`config.mk`:
```
export PLATFORM = sky130hd
export DESIGN_NAME = prng_req_sequencer_flat
export DESIGN_NICKNAME = d
export VERILOG_FILES = /design/src/rtl/prng_pkg.sv /design/src/rtl/prng_req_sequencer_if.sv /design/src/rtl/prng_core.sv /design/src/rtl/prng_req_sequencer.sv /design/src/flat_wrapper.sv
export SDC_FILE = /design/constraint.sdc
export NUM_CORES = 1
export LEC_CHECK = 0
export CAP_MARGIN = 25
export CORE_MARGIN = 8
export CORE_UTILIZATION = 45
export DETAILED_ROUTE_END_ITERATION = 16
export PLACE_DENSITY_LB_ADDON = 0.12
export SYNTH_ARGS = -nofsm -noshare
export SYNTH_HDL_FRONTEND = slang
export SYNTH_SLANG_ARGS = --single-unit
```
`constraint.sdc`:
```
create_clock -name clk -period 2.8 [get_ports clk]
set_clock_uncertainty 0.15 [all_clocks]
set_input_delay 0.42 -clock clk [delete_from_list [all_inputs] [get_ports clk]]
set_output_delay 0.42 -clock clk [all_outputs]
set_load 0.01 [all_outputs]
```
`src/rtl/prng_pkg.sv`:
```
// Shared types and helpers for the PRNG request sequencer.
//   state_e   : sequencer FSM states
//   DATA_W/CTRL_W and tap masks for the data and control LFSRs
//   rr_pick   : round-robin winner search starting at a pointer (NREQ <= 8)
package prng_pkg;

  typedef enum logic [1:0] {IDLE, STEP, DONE} state_e;

  localparam int DATA_W = 16;
  localparam int CTRL_W = 8;

  // Feedback taps: data bits 15,14,12,3; control bits 7,5,4,3 (XNOR feedback)
  localparam logic [DATA_W-1:0] DATA_TAPS = 16'hD008;
  localparam logic [CTRL_W-1:0] CTRL_TAPS = 8'hB8;

  // First set request at or after ptr, wrapping modulo nreq.
  function automatic logic [2:0] rr_pick(input logic [7:0] req,
                                         input logic [2:0] ptr,
                                         input int nreq);
    logic [2:0] win;
    logic [2:0] idx;
    logic       found;
    win   = '0;
    found = 1'b0;
    for (int i = 0; i < 8; i++) begin
      idx = 3'((int'(ptr) + i) % nreq);
      if (i < nreq && !found && req[idx]) begin
        win   = idx;
        found = 1'b1;
      end
    end
    return win;
  endfunction

endpackage

```
`src/rtl/prng_req_sequencer_if.sv`:
```
// Requester-side bus of the PRNG sequencer.
//   ena, req       : block enable and level requests (requester -> sequencer)
//   gnt, rnd_valid : one-hot grant and byte-valid pulse (sequencer -> requester)
//   rnd_data, busy : random byte and activity flag
//   seed_load/seed : present only when PRNG_SEED_EN is defined
interface prng_req_sequencer_if #(parameter int NREQ = 4);
  logic            ena;
  logic [NREQ-1:0] req;
  logic [NREQ-1:0] gnt;
  logic            rnd_valid;
  logic [7:0]      rnd_data;
  logic            busy;
`ifdef PRNG_SEED_EN
  logic            seed_load;
  logic [15:0]     seed;

  modport master (output ena, req, seed_load, seed,
                  input  gnt, rnd_valid, rnd_data, busy);
  modport slave  (input  ena, req, seed_load, seed,
                  output gnt, rnd_valid, rnd_data, busy);
`else
  modport master (output ena, req,
                  input  gnt, rnd_valid, rnd_data, busy);
  modport slave  (input  ena, req,
                  output gnt, rnd_valid, rnd_data, busy);
`endif
endinterface

```
`src/rtl/prng_core.sv`:
```
// PRNG datapath: 16-bit data LFSR, 8-bit control LFSR, 16->8 select mux.
//   clk, reset   : clock, synchronous active-high reset (both LFSRs -> 0)
//   i_step_d     : step the data LFSR this cycle
//   i_step_c     : step the control LFSR this cycle
//   i_load       : load data LFSR from i_seed (all-ones coerced to FFFE)
//   o_byte_nxt   : mux of the post-update LFSR values, ready to register
module prng_core
  import prng_pkg::*;
(
  input  logic              clk,
  input  logic              reset,
  input  logic              i_step_d,
  input  logic              i_step_c,
  input  logic              i_load,
  input  logic [DATA_W-1:0] i_seed,
  output logic [7:0]        o_byte_nxt
);

  logic [DATA_W-1:0] r_d, w_d_nxt, w_seed_fix;
  logic [CTRL_W-1:0] r_c, w_c_nxt;

  // All-ones is the XNOR lock-up state; never allow it in via the seed.
  assign w_seed_fix = (i_seed == '1) ? 16'hFFFE : i_seed;

  always_comb begin
    w_d_nxt = r_d;
    if (i_load)        w_d_nxt = w_seed_fix;
    else if (i_step_d) w_d_nxt = {r_d[DATA_W-2:0], ~(^(r_d & DATA_TAPS))};
    w_c_nxt = r_c;
    if (i_step_c)      w_c_nxt = {r_c[CTRL_W-2:0], ~(^(r_c & CTRL_TAPS))};
  end

  always_ff @(posedge clk) begin
    if (reset) begin
      r_d <= '0;
      r_c <= '0;
    end else begin
      r_d <= w_d_nxt;
      r_c <= w_c_nxt;
    end
  end

  always_comb begin
    o_byte_nxt = '0;
    for (int j = 0; j < 8; j++)
      o_byte_nxt[j] = w_c_nxt[j] ? w_d_nxt[2*j+1] : w_d_nxt[2*j];
  end

endmodule

```
`src/rtl/prng_req_sequencer.sv`:
```
// Shares one PRNG datapath between NREQ requesters with round-robin
// arbitration. Per grant the data LFSR steps once on the accepting IDLE
// cycle and once per STEP cycle; the byte is registered on the last STEP
// cycle so gnt/rnd_valid/rnd_data are visible during DONE.
//   clk, reset : sole clock, synchronous active-high reset
//   bus        : prng_req_sequencer_if.slave (ena, req, gnt, rnd_valid,
//                rnd_data, busy; seed_load/seed with PRNG_SEED_EN)
// Optional feature macro: PRNG_SEED_EN (seed loading in IDLE).
module prng_req_sequencer
  import prng_pkg::*;
#(
  parameter int NREQ     = 4,
  parameter int STEPS    = 8,
  parameter int CTRL_DIV = 4
) (
  input  logic                  clk,
  input  logic                  reset,
  prng_req_sequencer_if.slave   bus
);

  localparam logic [7:0] STEP_LAST = 8'(STEPS - 1);
  localparam logic [3:0] DIV_LAST  = 4'(CTRL_DIV - 1);

  state_e          r_state, w_state_nxt;
  logic [2:0]      r_winner, r_ptr;
  logic [7:0]      r_step;
  logic [3:0]      r_div;
  logic [NREQ-1:0] r_gnt;
  logic            r_valid;
  logic [7:0]      r_data;
  logic            w_step_d, w_step_c, w_start, w_last, w_load, w_seed_ld;
  logic [15:0]     w_seed;
  logic [7:0]      w_byte_nxt;

`ifdef PRNG_SEED_EN
  assign w_seed_ld = bus.seed_load;
  assign w_seed    = bus.seed;
`else
  assign w_seed_ld = 1'b0;
  assign w_seed    = '0;
`endif

  always_comb begin
    w_state_nxt = r_state;
    w_step_d    = 1'b0;
    w_start     = 1'b0;
    w_last      = 1'b0;
    w_load      = 1'b0;
    if (!bus.ena) begin
      w_state_nxt = IDLE;       // abort: everything else holds
    end else begin
      case (r_state)
        IDLE: begin
          if (w_seed_ld) begin
            w_load = 1'b1;      // seed wins; grant can start next cycle
          end else if (|bus.req) begin
            w_start     = 1'b1;
            w_step_d    = 1'b1;
            w_state_nxt = STEP;
          end
        end
        STEP: begin
          w_step_d = 1'b1;
          if (r_step == STEP_LAST) begin
            w_last      = 1'b1;
            w_state_nxt = DONE;
          end
        end
        DONE:    w_state_nxt = IDLE;
        default: w_state_nxt = IDLE;
      endcase
    end
  end

  assign w_step_c = w_step_d && (r_div == DIV_LAST);

  always_ff @(posedge clk) begin
    if (reset) begin
      r_state  <= IDLE;
      r_winner <= '0;
      r_ptr    <= '0;
      r_step   <= '0;
      r_div    <= '0;
      r_gnt    <= '0;
      r_valid  <= 1'b0;
      r_data   <= '0;
    end else begin
      r_state <= w_state_nxt;
      // Divider runs free across grants.
      if (w_step_d) r_div <= w_step_c ? 4'd0 : r_div + 4'd1;
      if (w_start) begin
        r_winner <= rr_pick(8'(bus.req), r_ptr, NREQ);
        r_step   <= '0;
      end else if (w_step_d) begin
        r_step <= r_step + 8'd1;
      end
      r_valid <= w_last;
      r_gnt   <= w_last ? (NREQ'(1) << r_winner) : '0;
      if (w_last) r_data <= w_byte_nxt;
      if (bus.ena && r_state == DONE)
        r_ptr <= (r_winner == 3'(NREQ - 1)) ? 3'd0 : r_winner + 3'd1;
    end
  end

  prng_core u_core (
    .clk        (clk),
    .reset      (reset),
    .i_step_d   (w_step_d),
    .i_step_c   (w_step_c),
    .i_load     (w_load),
    .i_seed     (w_seed),
    .o_byte_nxt (w_byte_nxt)
  );

  assign bus.gnt       = r_gnt;
  assign bus.rnd_valid = r_valid;
  assign bus.rnd_data  = r_data;
  assign bus.busy      = (r_state == STEP) || (r_state == DONE);

endmodule

```
`src/flat_wrapper.sv`:
```
// flat-port wrapper written by rule: the top's interface ports become plain ports
module prng_req_sequencer_flat import prng_pkg::*;
#(
  parameter int NREQ     = 4,
  parameter int STEPS    = 8,
  parameter int CTRL_DIV = 4
)
  (clk, reset, bus_ena, bus_req, bus_gnt, bus_rnd_valid, bus_rnd_data, bus_busy);
  prng_req_sequencer_if #(.NREQ(NREQ)) bus_i ();
  input  logic clk;
  input  logic reset;
  input wire logic [$bits(bus_i.ena)-1:0] bus_ena;
  input wire logic [$bits(bus_i.req)-1:0] bus_req;
  output wire logic [$bits(bus_i.gnt)-1:0] bus_gnt;
  output wire logic [$bits(bus_i.rnd_valid)-1:0] bus_rnd_valid;
  output wire logic [$bits(bus_i.rnd_data)-1:0] bus_rnd_data;
  output wire logic [$bits(bus_i.busy)-1:0] bus_busy;
  assign bus_i.ena = bus_ena;
  assign bus_i.req = bus_req;
  assign bus_gnt = bus_i.gnt;
  assign bus_rnd_valid = bus_i.rnd_valid;
  assign bus_rnd_data = bus_i.rnd_data;
  assign bus_busy = bus_i.busy;
  prng_req_sequencer #(.NREQ(NREQ), .STEPS(STEPS), .CTRL_DIV(CTRL_DIV)) u_core (.clk(clk), .reset(reset), .bus(bus_i));
endmodule
```
==> summary.txt, run 1 <==
Floorplan
  • Die Span X: a little under 90 um
  • Core Box Area: roughly 5000 um^2
  • Die area: between 7000 and 8000 um^2
  • Boundary Pins: 21
  • Overall die height: around 89 um
  • Count of standard-cell rows: 26
  • Initial cell density of the core: between 40 and 50%

Clocking
  • TritonCTS Sinks: 55
  • Post-CTS setup-driven buffer insertion count: 0
  • Clock network latency to the later pin of the worst-skew pair: around 0.32 ns
  • Clock-pin slew on the worst setup and hold paths: approximately 0.10 ns
  • Clock tree from TritonCTS: built
  • Clock root cell: sky130_fd_sc_hd__clkbuf_8
  • CTS buffer count: 5
  • CTS Hold Bufs: 0
  • CTS Buffer Depth: 2
  • Cts repair resizes: 0
  • CTS HTree Levels: 2

Power and ir drop
  • Power density normalized to cell area: slightly below 500 nW/um^2
  • Largest voltage drop on the vdd net: 0.0003020 V
  • Leakage power summed over all cells: 1.091 nW
  • Tot Pwr: between 1 and 1.5 mW

Detailed routing
  • Total wirelength of the detailed-routed design: approximately 5000 um
  • Detail-routed net length per standard cell: between 10 and 15 um
  • Drt initial violations: between 100 and 150
  • Via total after detailed routing: 1926
  • Count of TritonRoute iterations in the first routing pass: 4
  • Antenna-violating nets left: 0
  • Remaining routing DRC violations: 0
  • Vias per cell: 5.335

Synth
  • Synth cell count leaders: 55 x sky130_fd_sc_hd__dfxtp_1, 33 x sky130_fd_sc_hd__nor2_1, 29 x sky130_fd_sc_hd__nand2_1
  • Synthesized area: around 2400 um^2
  • Synth async-reset ratio: 0%
  • Dominant synthesized flop cell: sky130_fd_sc_hd__dfxtp_1
  • Register bit total from synthesis: 55
  • Post-synthesis net count: around 280
  • Leading cell type by number of instances after synthesis: sky130_fd_sc_hd__dfxtp_1
  • EDFF count, synth: 0
  • Avg Cell Area, Syn: about 9.0 um^2
  • Post-synth top area share: 45.62%
  • YS warnings: 0
  • Cell accounting for the most synthesized area: sky130_fd_sc_hd__dfxtp_1
  • Proportion of synthesized chip area in sequential cells: between 40% and 50%
  • Mapped Cells: around 270
  • Number of unique standard cell types used by synthesis: 37
  • Dominant cells by area after synthesis: sky130_fd_sc_hd__dfxtp_1 46%, sky130_fd_sc_hd__mux2i_1 6.6%, sky130_fd_sc_hd__nor2_1 5.1%

STA
  • Final setup vio count: 0
  • Slew Limit Fails: 0
  • Final total negative setup slack: 0 ns
  • Relative max-transition margin: between 70% and 80%
  • Final critical path time including I/O delays and setup: between 2 and 3 ns
  • Minimum setup slack in the final design: 0.1943 ns
  • Highest Clock Rate: about 380 MHz
  • Worst hold slack: 0.3049 ns
  • Final worst-path cycle share: between 90% and 100%
  • Final hold violation count: 0
  • Slew of the pin with the lowest slew margin: approximately 0.42 ns
  • RSZ-0062 raised after global routing: false

Job
  • Max capacitance violation total: 0

Critical path
  • Startpoint of the worst-slack reg-to-reg timing path: u_core.r_step[3]$_SDFFE_PP0P_
  • Count of cells along the worst register-to-register path: 5
  • Maximum fanout count along the critical path: 10
  • Worst Path Arrival: ~2.7 ns
  • Classification of the worst setup path: reg2reg
  • Reg-to-reg critical path endpoint: u_core.bus.rnd_data[1]$_SDFFE_PP0P_
  • Data required time of the critical path: between 2 and 3 ns
  • Setup slack on the worst flop-to-flop path: 0.19 ns
  • Startpoint kind of the worst setup timing path: flop
  • Crit end category: flop

Min path
  • Start point of the worst hold path: u_core.u_core.r_d[1]$_SDFF_PP0_
  • Path class of the lowest-slack min-delay path: reg2reg
  • Endpoint, Worst Hold: u_core.u_core.r_d[1]$_SDFF_PP0_
  • Min-Delay Path Depth: 2

Placement
  • Port Buffers: 20
  • Global placer's final weighted congestion: roughly 0.77
  • Area post-placement: 2724 um^2
  • Pre-CTS worst setup slack: ~0.15 ns
  • Number of placed cells counting well taps: ~350
  • Post-detail-place hpwl: about 3500 um

Global route
  • Global routing usage summed across all routing layers: 13.76%
  • Global-route wire length before repair: between 8000 and 9000 um
  • Pin count of the biggest net entering global routing: 38
  • GRT Residual Overflow: 0
  • Via count of the first global-routing pass: ~1800
  • Antenna violations before repair: 0

Layout
  • Area overhead of the layout relative to synthesis: 16.85%
  • # nets final: about 310
  • Layout cells sized above 1: approximately 6.5%
  • Filler instances: slightly above 500
  • Cell area after layout: between 2000 and 3000 um^2
  • Non-Filler Instances: around 360
  • Fin util: 54.87%
  • Number of diodes: 0

Status
  • Result of the run: finished clean
==> worst max-delay path: stages (launching register included) <==
cell and delay, ns:
sky130_fd_sc_hd__dfxtp_1 0.37, sky130_fd_sc_hd__or4_1 0.52, sky130_fd_sc_hd__or3_4 0.38, sky130_fd_sc_hd__or3_1 0.52, sky130_fd_sc_hd__or4_1 0.52, sky130_fd_sc_hd__nand3_1 0.09
==> cells by family (layout without fill, tap and decap cells) <==
kind of cell / count (synthesis) / after routing / synth area share (%)
simple gates: 109 / 109 / 22.24
fa+ha+maj: 8 / 8 / 4.147
mux: 16 / 16 / 6.635
buf+inv: 19 / 42 / 3.318
xor+xnor: 11 / 11 / 3.992
compound gates: 50 / 50 / 14.05
flops: 55 / 55 / 45.62
==> power by group <==
part           switching, mW  internal [mW]  leakage, nW  total, mW
clock network          0.277          0.186       0.0467      0.463
registers            0.00930          0.792        0.444      0.801
logic                 0.0720         0.0567        0.600      0.129
total                  0.358           1.03         1.09       1.39
==> registers in the layout (all words and copies together) (netlist names), 4 cells and up <==
name                 cells
u_core.u_core.r_d       16
u_core.bus.gnt           4
u_core.u_core.r_c        8
u_core.r_div             4
u_core.bus.rnd_data      8
u_core.r_step            8
==> placed cells by master (no fill, tap or decap), types with 5 or more instances in the layout <==
cell type and n:
sky130_fd_sc_hd__and3_1 10, sky130_fd_sc_hd__a21oi_1 21, sky130_fd_sc_hd__nand2b_1 8, sky130_fd_sc_hd__o211ai_1 6, sky130_fd_sc_hd__ha_1 8, sky130_fd_sc_hd__nor2_1 33, sky130_fd_sc_hd__or3_1 5, sky130_fd_sc_hd__buf_4 8
sky130_fd_sc_hd__xor2_1 6, sky130_fd_sc_hd__a2111o_1 6, sky130_fd_sc_hd__dfxtp_1 55, sky130_fd_sc_hd__nand3_1 5, sky130_fd_sc_hd__nand2_1 29, sky130_fd_sc_hd__inv_1 5, sky130_fd_sc_hd__clkdlybuf4s50_1 20, sky130_fd_sc_hd__clkbuf_8 5
sky130_fd_sc_hd__mux2i_1 16, sky130_fd_sc_hd__o21ai_0 6, sky130_fd_sc_hd__xnor2_1 5
==> worst max path at each step <==
stage | start | to | slack [ns] | cells after the start
floorplan | u_core.r_step[3]$_SDFFE_PP0P_ | u_core.bus.rnd_data[1]$_SDFFE_PP0P_ | 0.41 | 6
global placement | bus_req[0] | u_core.bus.rnd_data[6]$_SDFFE_PP0P_ | 0.17 | 8
detailed placement | bus_req[1] | u_core.bus.rnd_data[3]$_SDFFE_PP0P_ | 0.15 | 8
CTS | u_core.r_step[3]$_SDFFE_PP0P_ | u_core.bus.rnd_data[1]$_SDFFE_PP0P_ | 0.19 | 5
global route | u_core.r_step[3]$_SDFFE_PP0P_ | u_core.bus.rnd_data[2]$_SDFFE_PP0P_ | 0.08 | 6
finish | u_core.r_step[3]$_SDFFE_PP0P_ | u_core.bus.rnd_data[1]$_SDFFE_PP0P_ | 0.19 | 5
==> metal layers <==
metal  routed length [um]  global-route usage (%)  part of all wire [%]
met1                 2419                   18.16                    49
met3                  158                   3.676                   3.2
met5                    0                       0                     0
met4                   74                   4.985                   1.5
met2                 2317                   20.94                    47
==> layout make-up <==
cell class	count	area [um^2]	share of cell area, %
clock inverter	3	27.53	0.9760
clock buffer	5	68.82	2.440
tap	70	87.58	3.106
sequential	55	1101	39.04
timing repair buffer	29	280.3	9.938
inverter	5	18.77	0.6655
multi-input combinational	194	1236	43.83
Power figures use the tool's default switching activity.
==> run 2: changes to the inputs <==
--- a/config.mk
+++ b/config.mk
@@ -7,8 +7,9 @@
 export LEC_CHECK = 0
 export CAP_MARGIN = 25
 export CORE_MARGIN = 8
-export CORE_UTILIZATION = 45
+export CORE_UTILIZATION = 40
 export DETAILED_ROUTE_END_ITERATION = 16
+export GPL_ROUTABILITY_DRIVEN = 0
 export PLACE_DENSITY_LB_ADDON = 0.12
 export SYNTH_ARGS = -nofsm -noshare
 export SYNTH_HDL_FRONTEND = slang
==> summary.txt, run 2 (same netlist as run 1, synthesis figures left out) <==
Min path
  • Start point of the worst hold path: u_core.u_core.r_d[1]$_SDFF_PP0_
  • Path class of the lowest-slack min-delay path: reg2reg
  • Endpoint, Worst Hold: u_core.u_core.r_d[1]$_SDFF_PP0_
  • Min-Delay Path Depth: 2

Clocking
  • CTS Buffer Depth: 2
  • CTS buffer count: 5
  • Clock root cell: sky130_fd_sc_hd__clkbuf_8
  • Clock network latency to the later pin of the worst-skew pair: between 0.3 and 0.4 ns
  • Clock tree from TritonCTS: built
  • CTS HTree Levels: 2
  • TritonCTS Sinks: 55
  • Clock-pin slew on the worst setup and hold paths: roughly 0.1 ns
  • Cts repair resizes: 0
  • Post-CTS setup-driven buffer insertion count: 0
  • CTS Hold Bufs: 0

Detailed routing
  • Antenna-violating nets left: 0
  • Count of TritonRoute iterations in the first routing pass: 4
  • Detail-routed net length per standard cell: roughly 14 um
  • Drt initial violations: 95
  • Via total after detailed routing: between 1500 and 2000
  • Total wirelength of the detailed-routed design: roughly 5100 um
  • Vias per cell: between 5 and 6
  • Remaining routing DRC violations: 0

Critical path
  • Reg-to-reg critical path endpoint: u_core.bus.rnd_data[5]$_SDFFE_PP0P_
  • Cell-by-cell listing of the critical path: or4_1 > or3_4 > or3_1 > inv_1 > nand2b_1 > o211ai_1
  • Startpoint of the worst-slack reg-to-reg timing path: u_core.r_step[3]$_SDFFE_PP0P_
  • Data required time of the critical path: a little under 3 ns
  • Crit end category: flop
  • Startpoint kind of the worst setup timing path: flop
  • Classification of the worst setup path: reg2reg
  • Maximum fanout count along the critical path: 10
  • Largest stage delay, worst path: approximately 0.53 ns
  • Count of cells along the worst register-to-register path: 6
  • Highest-delay cell along the critical path: sky130_fd_sc_hd__or3_1
  • Setup slack on the worst flop-to-flop path: between 0.15 and 0.2 ns
  • Worst Path Arrival: 2.72 ns

Power and ir drop
  • Combinational Power Share: under 10%
  • Leakage power summed over all cells: around 1.1 nW
  • Clock network fraction of total power: between 30% and 40%
  • Power density normalized to cell area: between 400 and 500 nW/um^2
  • Largest voltage drop on the vdd net: around 0.00033 V
  • Sw Share: 25.99%
  • Switching Power: around 0.36 mW
  • Pint: between 1 and 1.5 mW
  • Portion of total power attributed to sequential cells: between 50% and 60%
  • Tot Pwr: 1.396 mW

STA
  • Highest Clock Rate: about 380 MHz
  • RSZ-0062 raised after global routing: false
  • Relative max-transition margin: between 70 and 80%
  • Final critical path time including I/O delays and setup: 2.630 ns
  • Final hold violation count: 0
  • Final worst-path cycle share: a little over nine tenths
  • Slew of the pin with the lowest slew margin: 0.4376 ns
  • Slew Limit Fails: 0
  • Final setup vio count: 0
  • Final total negative setup slack: 0 ns

Floorplan
  • Count of standard-cell rows: 28
  • Die Span X: between 90 and 100 um
  • Initial cell density of the core: 41.01%
  • Core Box Area: between 5000 and 6000 um^2
  • Overall die height: roughly 94 um
  • Boundary Pins: 21
  • Die area: around 8800 um^2

Layout
  • # nets final: 307
  • Fin util: ~48%
  • Commonest non-fill, non-tap cell in the layout: sky130_fd_sc_hd__dfxtp_1
  • Filler instances: 601
  • Register containing the most flip-flops in the final layout: u_core.u_core.r_d
  • Highest-count cells in the layout ignoring fill and taps: 55 x sky130_fd_sc_hd__dfxtp_1, 33 x sky130_fd_sc_hd__nor2_1, 29 x sky130_fd_sc_hd__nand2_1
  • Area overhead of the layout relative to synthesis: 17.21%
  • Number of diodes: 0
  • Layout cells sized above 1: 7.167%
  • Number of flip-flops under the largest register name: 16

Placement
  • Port Buffers: 20
  • Post-detail-place hpwl: around 3600 um

Global route
  • Antenna violations before repair: 0
  • Via count of the first global-routing pass: approximately 1800
  • Global-route wire length before repair: between 8000 and 9000 um
  • Global routing usage summed across all routing layers: a little under an eighth
  • GRT Residual Overflow: 0
  • Pin count of the biggest net entering global routing: 38

Job
  • Max capacitance violation total: 0

Status
  • Result of the run: finished clean
==> run 2: cell types whose count changed in the layout (fill, tap and decap cells not counted), sizes merged <==
cell | previous run | this run
buf | 9 | 11
==> run 2: power groups by stage <==
| stage | registers [mW] | logic (mW) | clock network [mW] |
|---|---|---|---|
| 5_1_grt | 0.803 | 0.141 | 0.517 |
| 6_report | 0.801 | 0.127 | 0.469 |
| 3_3_place_gp | 0.819 | 0.129 | 0 |
| 3_5_place_dp | 0.819 | 0.128 | 0 |
| 2_1_floorplan | 0.817 | 0.0802 | 0 |
| 4_1_cts | 0.801 | 0.128 | 0.492 |
==> run 2: per-stage QoR <==
stage                     setup WS [ns]  cells  hold WS, ns  area, um^2
after floorplan                  0.4104    268       0.2812        2414
after global placement           0.1055    360       0.2954        2733
after detailed placement        0.07940    360       0.3065        2733
after CTS                        0.1589    368       0.3216        2829
after global routing            0.04681    368       0.3413        2829
final                            0.1700    368       0.3163        2829
==> run 2: per-layer routing <==
metal	GRT usage, %	part of all wire (%)	vias to the layer above
li1	-	-	991
met1	15.08	48	884
met2	19.02	48	20
met3	2.798	2.8	5
met4	4.359	1.1	0
met5	0	0	-
==> run 2: worst max-delay path by stage <==
stage | startpoint | endpoint | slack, ns | depth (start not counted)
after global routing | u_core.r_step[3]$_SDFFE_PP0P_ | u_core.bus.rnd_data[2]$_SDFFE_PP0P_ | 0.05 | 6
after detailed placement | bus_req[0] | u_core.bus.rnd_data[6]$_SDFFE_PP0P_ | 0.08 | 7
after CTS | u_core.r_step[3]$_SDFFE_PP0P_ | u_core.bus.rnd_data[5]$_SDFFE_PP0P_ | 0.16 | 6
after global placement | bus_req[0] | u_core.bus.rnd_data[2]$_SDFFE_PP0P_ | 0.11 | 7
final | u_core.r_step[3]$_SDFFE_PP0P_ | u_core.bus.rnd_data[5]$_SDFFE_PP0P_ | 0.17 | 6
after floorplan | u_core.r_step[3]$_SDFFE_PP0P_ | u_core.bus.rnd_data[1]$_SDFFE_PP0P_ | 0.41 | 6
==> run 2: layout make-up <==
| cell class | instances | area, um^2 | area share [%] |
|---|---|---|---|
| clock buffer | 5 | 68.82 | 2.433 |
| clock inverter | 3 | 27.53 | 0.9730 |
| inverter | 5 | 18.77 | 0.6634 |
| multi-input combinational | 194 | 1236 | 43.70 |
| sequential | 55 | 1101 | 38.92 |
| tap | 75 | 93.84 | 3.317 |
| timing repair buffer | 31 | 282.8 | 9.996 |
==> run 2: critical path, delay by kind of cell (launching register included) <==
kind / cells / cell delay [ns]
and+or+nand+nor: 4 / 1.54
AOI/OAI and AO/OA: 1 / 0.17
buffers and inverters: 1 / 0.33
DFF: 1 / 0.36
==> run 3: changes to the inputs <==
--- a/config.mk
+++ b/config.mk
@@ -5,7 +5,7 @@
 export SDC_FILE = /design/constraint.sdc
 export NUM_CORES = 1
 export LEC_CHECK = 0
-export CAP_MARGIN = 25
+export ABC_AREA = 1
 export CORE_MARGIN = 8
 export CORE_UTILIZATION = 40
 export DETAILED_ROUTE_END_ITERATION = 16
==> summary.txt, run 3 <==
Critical path
  • Cell-by-cell listing of the critical path: inv_1 > ha_1 > clkdlybuf4s50_1
  • Maximum fanout count along the critical path: 4
  • Crit end category: output pin
  • Classification of the worst setup path: reg2out
  • Highest-delay cell along the critical path: sky130_fd_sc_hd__clkdlybuf4s50_1
  • Data required time of the critical path: ~2.2 ns
  • Worst Path Arrival: between 1.5 and 2 ns
  • Startpoint kind of the worst setup timing path: flop
  • Largest stage delay, worst path: 0.53 ns

Detailed routing
  • Antenna-violating nets left: 0
  • Total wirelength of the detailed-routed design: ~5600 um
  • Vias per cell: 4.570
  • Via total after detailed routing: roughly 2500
  • Detail-routed net length per standard cell: 10.42 um
  • Count of TritonRoute iterations in the first routing pass: 4
  • Remaining routing DRC violations: 0
  • Drt initial violations: between 70 and 80

STA
  • Final setup vio count: 0
  • RSZ-0062 raised after global routing: false
  • Minimum setup slack in the final design: approximately 0.66 ns
  • Final total negative setup slack: 0 ns
  • Final hold violation count: 0
  • Slew of the pin with the lowest slew margin: around 0.46 ns
  • Slew Limit Fails: 0
  • Final worst-path cycle share: 76.52%
  • Relative max-transition margin: 69.66%
  • Highest Clock Rate: roughly 470 MHz
  • Final critical path time including I/O delays and setup: roughly 2.1 ns

Global route
  • GRT Residual Overflow: 0
  • Antenna violations before repair: 0
  • Via count of the first global-routing pass: 2303
  • Global routing usage summed across all routing layers: between 10% and 20%
  • Global-route wire length before repair: a little under 10000 um
  • Pin count of the biggest net entering global routing: 41

Layout
  • FF/Latch Area: approximately 1100 um^2
  • Filler instances: between 700 and 800
  • Area of the multi-input gates: between 1000 and 1500 um^2
  • Layout cells sized above 1: around 5.9%
  • # nets final: roughly 460
  • Commonest non-fill, non-tap cell in the layout: sky130_fd_sc_hd__nand2_1
  • Number of flip-flops under the largest register name: 16
  • Area overhead of the layout relative to synthesis: 11.94%
  • Number of diodes: 0
  • Highest-count cells in the layout ignoring fill and taps: 118 x sky130_fd_sc_hd__nand2_1, 60 x sky130_fd_sc_hd__inv_1, 57 x sky130_fd_sc_hd__nor2_1
  • Register containing the most flip-flops in the final layout: u_core.u_core.r_d

Clocking
  • CTS Buffer Depth: 2
  • Clock-pin slew on the worst setup and hold paths: 0.10 ns
  • CTS Hold Bufs: 0
  • TritonCTS Sinks: 55
  • Clock root cell: sky130_fd_sc_hd__clkbuf_8
  • CTS buffer count: 5
  • Cts repair resizes: 0
  • CTS HTree Levels: 2
  • Post-CTS setup-driven buffer insertion count: 0
  • Clock tree from TritonCTS: built
  • Clock network latency to the later pin of the worst-skew pair: around 0.3 ns

Synth
  • Post-synth top area share: approximately two fifths
  • Proportion of synthesized chip area in sequential cells: between 30% and 40%
  • Combinational family with the most area after synthesis: simple AND/OR/NAND/NOR gates
  • Synth cell count leaders: 118 x sky130_fd_sc_hd__nand2_1, 60 x sky130_fd_sc_hd__inv_1, 57 x sky130_fd_sc_hd__nor2_1
  • Share of the synthesized area in compound gates (AO/OA/AOI/OAI): 8.355%
  • Xor/xnor share of the synthesized area: under 10%
  • Leading cell type by number of instances after synthesis: sky130_fd_sc_hd__nand2_1
  • Post-synthesis share of cell area spent on and, or, nand and nor gates: 35.76%
  • Number of unique standard cell types used by synthesis: 33
  • Post-synthesis net count: 437
  • Mapped Cells: roughly 420
  • Dominant synthesized flop cell: sky130_fd_sc_hd__dfxtp_1
  • Cell accounting for the most synthesized area: sky130_fd_sc_hd__dfxtp_1
  • Dominant cells by area after synthesis: sky130_fd_sc_hd__dfxtp_1 39%, sky130_fd_sc_hd__nand2_1 16%, sky130_fd_sc_hd__inv_1 8.0%
  • Avg Cell Area, Syn: around 6.7 um^2
  • YS warnings: 0
  • Proportion of synthesized area in mux cells: 0%
  • Adder-cell area share of the yosys netlist: between 3 and 4%
  • EDFF count, synth: 0
  • Synth async-reset ratio: 0%
  • Register bit total from synthesis: 55
  • Synthesized area: approximately 2800 um^2

Power and ir drop
  • Largest voltage drop on the vdd net: between 0.0002 and 0.0003 V
  • Leakage power summed over all cells: 1.412 nW
  • Power density normalized to cell area: about 470 nW/um^2

Status
  • Result of the run: finished clean

Placement
  • Post-detail-place hpwl: 4154 um
  • Pre-CTS worst setup slack: between 0.3 and 0.4 ns
  • Port Buffers: 20

Floorplan
  • Boundary Pins: 21
  • Die area: ~10000 um^2
  • Core Box Area: just under 7000 um^2
  • Count of standard-cell rows: 30
  • Overall die height: between 100 and 150 um
  • Die Span X: ~100 um
  • Initial cell density of the core: about two fifths

Min path
  • Path class of the lowest-slack min-delay path: reg2reg

Job
  • Max capacitance violation total: 0
-- run 3: changes by cell type after synthesis, moves of 5 or more --
| cell | change |
|---|---|
| sky130_fd_sc_hd__and3_1 | -10 |
| sky130_fd_sc_hd__clkbuf_1 | -8 |
| sky130_fd_sc_hd__a2111o_1 | -6 |
| sky130_fd_sc_hd__nor2_1 | +24 |
| sky130_fd_sc_hd__nand2b_1 | -8 |
| sky130_fd_sc_hd__nand3_1 | +34 |
| sky130_fd_sc_hd__o21ai_0 | +9 |
| sky130_fd_sc_hd__mux2i_1 | -16 |
| sky130_fd_sc_hd__o211ai_1 | -5 |
| sky130_fd_sc_hd__or3_1 | -5 |
| sky130_fd_sc_hd__nand2_1 | +89 |
| sky130_fd_sc_hd__inv_1 | +55 |
-- run 3: final timing paths --
kind	start	to	slack, ns	cells after the start
worst max-delay path	u_core.r_state[0]$_SDFFE_PP0P_	bus_busy	0.66	3
worst min-delay path	u_core.u_core.r_d[4]$_SDFF_PP0_	u_core.u_core.r_d[5]$_SDFF_PP0_	0.33	2
worst max register to register	u_core.r_state[1]$_SDFFE_PP0P_	u_core.bus.rnd_data[4]$_SDFFE_PP0P_	0.76	11
worst min register to register	u_core.u_core.r_d[4]$_SDFF_PP0_	u_core.u_core.r_d[5]$_SDFF_PP0_	0.33	2
-- run 3: layout make-up --
type                       instances  share of cell area (%)
multi-input combinational        291                   43.68
sequential                        55                   34.76
inverter                          64                   7.583
timing repair buffer              23                   7.030
tap                               96                   3.791
clock buffer                       8                   3.160
-- run 3: per-stage QoR --
step / std cells / util (%) / hold WS (ns) / instance area (um^2) / power [mW]
global placement: 529 / 44.91 / 0.3204 / 3068 / 1.034
floorplan: 422 / - / 0.2999 / 2830 / 1.003
finish: 537 / 46.37 / 0.3332 / 3168 / 1.492
CTS: 537 / 46.37 / 0.3414 / 3168 / 1.515
global route: 537 / 46.37 / 0.3697 / 3168 / 1.573
detailed placement: 529 / 44.91 / 0.3261 / 3068 / 1.035
-- run 3: critical path, delay by kind of cell (launching register included) --
family / cells / cell delay (ns)
buf+inv: 2 / 0.63
flops: 1 / 0.37
fa+ha+maj: 1 / 0.28
-- run 3: metal layers --
metal	track usage [%]	vias up	routed length, um
li1	-	1344	-
met1	15.27	1080	2836
met2	19.50	26	2526
met3	2.768	4	183
met4	2.907	0	47
met5	0	-	0
-- run 3: cell families after synthesis --
family	Yosys count
AOI/OAI and AO/OA	45
DFF	55
adders and majority gates	8
and+or+nand+nor	234
xor gates and xnor gates	4
buffers and inverters	76
-- run 3: power by group --
part / switching, mW / internal, mW
sequential: 0.0173 / 0.804
combinational: 0.128 / 0.0665
clock: 0.250 / 0.226
total: 0.395 / 1.10
